`config.mk`:
```
export PLATFORM = sky130hd
export DESIGN_NAME = qam_mapper
export DESIGN_NICKNAME = d
export VERILOG_FILES = /design/src/rtl/qam_mapper.sv
export SDC_FILE = /design/constraint.sdc
export NUM_CORES = 1
export LEC_CHECK = 0
export CAP_MARGIN = 20
export CORE_MARGIN = 1.5
export CORE_UTILIZATION = 41
export CTS_CLUSTER_DIAMETER = 150
export DETAILED_ROUTE_END_ITERATION = 10
export GPL_TIMING_DRIVEN = 1
export PLACE_DENSITY = 0.94
export SETUP_SLACK_MARGIN = 0.1
export SYNTH_ARGS = -nofsm -noshare
export SYNTH_HDL_FRONTEND = slang
export SYNTH_SLANG_ARGS = --single-unit
```
`constraint.sdc`:
```
create_clock -name clk -period 7.4 [get_ports clk]
set_clock_uncertainty 0.2 [all_clocks]
set_input_delay 1.48 -clock clk [delete_from_list [all_inputs] [get_ports clk]]
set_output_delay 1.48 -clock clk [all_outputs]
set_load 0.05 [all_outputs]
```
`src/rtl/qam_mapper.sv`:
```
// Serial-bit to Gray-coded BPSK/QPSK/16-QAM symbol mapper, Q16 outputs.
// Define QAM_MAPPER_16QAM_EN to enable 16-QAM; otherwise mode 2 maps as QPSK.
module qam_mapper #(
  parameter int DW = 32
) (
  input  logic          clk,
  input  logic          rst_n,
  input  logic [1:0]    mode,
  input  logic          bit_in,
  input  logic          bit_valid,
  output logic          bit_ready,
  input  logic          flush,
  output logic [DW-1:0] re,
  output logic [DW-1:0] im,
  output logic          sym_valid,
  input  logic          sym_ready
);

`ifdef QAM_MAPPER_16QAM_EN
  localparam int SW = 4;
`else
  localparam int SW = 2;
`endif
  localparam int IW = $clog2(SW);

  localparam logic [DW-1:0] K_BPSK = DW'(65536);
  localparam logic [DW-1:0] K_QPSK = DW'(46341);
`ifdef QAM_MAPPER_16QAM_EN
  localparam logic [DW-1:0] K_IN   = DW'(20724);
  localparam logic [DW-1:0] K_OUT  = DW'(62173);
`endif

  logic [1:0]    cnt_q, cnt_d;
  logic [1:0]    mode_q, mode_d;
  logic [1:0]    mode_use, nm1;
  logic [SW-1:0] sh_q, sh_d, bits;
  logic [DW-1:0] re_q, re_d, im_q, im_d;
  logic          sv_q, sv_d;
  logic          last, accept, done;

  function automatic logic [DW-1:0] sgn(
    input logic s,
    input logic [DW-1:0] m
  );
    return s ? -m : m;
  endfunction

  // Mode is sampled live on the first bit, then held for the symbol.
  assign mode_use = (cnt_q == 2'd0) ? mode : mode_q;

  always_comb begin
    nm1 = 2'd1;
    unique case (1'b1)
      (mode_use == 2'd0): nm1 = 2'd0;
`ifdef QAM_MAPPER_16QAM_EN
      (mode_use == 2'd2): nm1 = 2'd3;
`endif
      default: nm1 = 2'd1;
    endcase
  end

  assign last      = (cnt_q == nm1);
  assign bit_ready = !flush && (!last || !sv_q || sym_ready);
  assign accept    = bit_valid && bit_ready;
  assign done      = accept && last;

  always_comb begin
    bits = sh_q;
    bits[cnt_q[IW-1:0]] = bit_in;
  end

  always_comb begin
    cnt_d  = cnt_q;
    sh_d   = sh_q;
    mode_d = mode_q;
    if (flush) begin
      cnt_d = 2'd0;
      sh_d  = '0;
    end else if (accept) begin
      if (cnt_q == 2'd0) mode_d = mode;
      if (done) begin
        cnt_d = 2'd0;
        sh_d  = '0;
      end else begin
        cnt_d = cnt_q + 2'd1;
        sh_d  = bits;
      end
    end
  end

  always_comb begin
    re_d = re_q;
    im_d = im_q;
    if (done) begin
      unique case (1'b1)
        (nm1 == 2'd0): begin
          re_d = sgn(bits[0], K_BPSK);
          im_d = '0;
        end
`ifdef QAM_MAPPER_16QAM_EN
        (nm1 == 2'd3): begin
          re_d = sgn(bits[0], bits[2] ? K_OUT : K_IN);
          im_d = sgn(bits[1], bits[3] ? K_OUT : K_IN);
        end
`endif
        default: begin
          re_d = sgn(bits[0], K_QPSK);
          im_d = sgn(bits[1], K_QPSK);
        end
      endcase
    end
  end

  // A completing symbol may overwrite the one being consumed this cycle.
  assign sv_d = done || (sv_q && !sym_ready);

  always_ff @(posedge clk or negedge rst_n) begin
    if (!rst_n) begin
      cnt_q  <= 2'd0;
      sh_q   <= '0;
      mode_q <= 2'd1;
      re_q   <= '0;
      im_q   <= '0;
      sv_q   <= 1'b0;
    end else begin
      cnt_q  <= cnt_d;
      sh_q   <= sh_d;
      mode_q <= mode_d;
      re_q   <= re_d;
      im_q   <= im_d;
      sv_q   <= sv_d;
    end
  end

  assign re        = re_q;
  assign im        = im_q;
  assign sym_valid = sv_q;

endmodule

```
==> results.toml <==
[run_status]
status = "completed"

[worst_hold_path]
hold_class = "reg2reg"

[die]
dieArea_um2 = 3360
fp.dieW_um = 58.0
fp.coreArea_um2 = 2810
fp.dieH_um = 58.0
initial_core_util = 0.442
rows = 19
pin_count = 74

[global_routing]
use_met1 = 0.177
grt.overflow.total = 0
track_usage = 0.146
top_usage_layer = "met2"
grt_pass1_wl_um = 3860
met2_usage = 0.271
grt_start_max_net_pins = 27
antenna_found_initial = 0
gr-usage-met3 = 0.0134
grt_pass1_vias = 777

[cells_and_area]
mostFrequentLayoutCells = "clkdlybuf4s50_1 (73), dfrtp_1 (13), inv_1 (7)"
syn_to_final_growth_pct = 29.2
final_common_cell = "clkdlybuf4s50_1"
layout-drive-gt1-share = 0.0933
nFillCells = 237
fin_nets = 160
diodes = 0

[route]
wl_per_cell_um = 14.7
dr.first_iter.drc_count = 42
dr.pass1.iters = 6
postRouteAntennaNets = 0
vias_per_cell = 5.06
wirelength_um = 2650
route.detailed.drc = 0
vias = 915

[worst_setup_path]
critPathRequiredTime_ns = 5.72
cp-end-kind = "output pin"
cp-start-kind = "input pin"
r2r.worst_path.cells = 6
r2r-end = "mode_q[1]$_DFFE_PN0P_"
worstReg2RegStart = "cnt_q[0]$_DFFE_PN0P_"
crit_type = "in2out"
endpoint = "bit_ready"
r2r_slack_ns = 4.56
setup.worst_path.start = "mode[1]"
cp_max_fo = 3
crit_arrival_ns = 3.59

[clock_tree]
clockBufferDepth = 2
clk_pin_slew_ns = 0.09
clock-root-buffer = "clkbuf_4"
ctsResizeCount = 0
h-tree-depth = 1
cts_tree = "done"
holdBufCountCts = 0
clk-insertion-delay-late_ns = 0.28
post_cts_buffers = 0
numCtsBuffers = 3
cts.sinks = 14

[logic_synthesis]
synth_seq_cells = 14
yosysSeqAreaShare = 0.284
syn-cell-area_um2 = 1240
syn_nets = 141
ys.warnings.count = 0
synthCells = 132
synth.distinct_cells = 37
syn_area_per_cell_um2 = 9.39

[sta]
slew-limit-headroom = 0.564
tns_ns = 0
worst_pin_slew_ns = 0.654
maxSlewViolCount = 0
period_share = 0.712
hold_viol = 0
layout_min_cycle_time_ns = 5.27
max_clock_freq_mhz = 190
grt_setup_unrepaired = "no"
setup_viol = 0

[placed_design]
place.port_buffers = 73
routabilityCongestion = 0.850
dp_hpwl_um = 2010

[job]
drv_cap = 0
stage by stage:
stage / instances / worst slack, ns / hold WS, ns / util / instance area, µm²
floorplan: 132 / 2.84 / 0.301 / - / 1240
global placement: 177 / 2.17 / 0.315 / 0.558 / 1570
detailed placement: 177 / 2.13 / 0.335 / 0.558 / 1570
CTS: 181 / 2.12 / 0.347 / 0.571 / 1600
global route: 181 / 2.05 / 0.373 / 0.571 / 1600
finish: 181 / 2.13 / 0.340 / 0.571 / 1600
area by class of cell:
cell class | count | area, µm² | share of cell area
flip-flops and latches | 14 | 352 | 0.220
well taps | 31 | 38.8 | 0.0242
multi-input cells | 52 | 418 | 0.261
clock buffers | 4 | 36.3 | 0.0227
inverters | 7 | 26.3 | 0.0164
repair buffers | 73 | 731 | 0.456
flip-flops by register name (all words and copies together) (netlist names):
signal and flops:
mode_q 2, re 5, sym_valid 1, cnt_q 2
sh_q 2, im 2
routing by layer:
layer,vias to the layer above,wire [µm]
met5,-,0
met4,0,36
met3,6,178
met2,62,1380
met1,422,1060
li1,425,-
cells by family after synthesis:
logic type	Yosys count	synth area share
buffers and inverters	66	0.379
AND/OR/NAND/NOR	27	0.144
AO/OA/AOI/OAI	17	0.112
flip-flops	14	0.284
multiplexers	7	0.0706
adder cells (fa/ha/maj)	1	0.0101
critical path, stage by stage:
cell and delay [ns]:
clkdlybuf4s50_1 0.47, or3b_4 0.45, a2111oi_4 0.37, nor3_1 0.09, clkdlybuf4s50_1 0.72
cell usage after synthesis:
cell / n / area (µm²)
buf_4: 57 / 428
dfrtp_1: 13 / 325
inv_1: 7 / 26.3
nand2_1: 5 / 18.8
o21ai_0: 5 / 25.0
nand2b_1: 4 / 25.0
nor3_1: 4 / 20.0
mux2_4: 3 / 45.0
a21oi_1: 2 / 10.0
a221oi_1: 2 / 17.5
mux2_1: 2 / 22.5
mux2i_1: 2 / 20.0
nor2_1: 2 / 7.51
a2111oi_4: 1 / 27.5
a21bo_2: 1 / 10.0
a21boi_0: 1 / 7.51
a21o_1: 1 / 7.51
a311oi_1: 1 / 8.76
and2b_1: 1 / 7.51
and3_1: 1 / 6.26
and4_1: 1 / 8.76
buf_2: 1 / 5.00
buf_6: 1 / 11.3
dfstp_2: 1 / 26.3
ha_1: 1 / 12.5
nand4_1: 1 / 6.26
nor2b_1: 1 / 6.26
nor3_2: 1 / 10.0
nor3b_4: 1 / 18.8
nor4_1: 1 / 6.26
o2111ai_1: 1 / 8.76
o311ai_0: 1 / 8.76
o31ai_1: 1 / 7.51
or3_1: 1 / 6.26
or3_4: 1 / 11.3
or3b_1: 1 / 8.76
or3b_4: 1 / 11.3
how the worst min path moves through the flow:
stage	startpoint	to	slack [ns]	cells after the start
2_1_floorplan	mode_q[1]$_DFFE_PN0P_	mode_q[1]$_DFFE_PN0P_	0.30	1
3_3_place_gp	mode_q[1]$_DFFE_PN0P_	mode_q[1]$_DFFE_PN0P_	0.32	1
3_5_place_dp	re[16]$_DFFE_PN0P_	re[16]$_DFFE_PN0P_	0.33	2
4_1_cts	re[16]$_DFFE_PN0P_	re[16]$_DFFE_PN0P_	0.35	2
5_1_grt	re[16]$_DFFE_PN0P_	re[16]$_DFFE_PN0P_	0.37	2
6_report	re[16]$_DFFE_PN0P_	re[16]$_DFFE_PN0P_	0.34	2
Power is not shown: default switching activity piles up to over one toggle a cycle in this logic, so the estimate is an artifact.
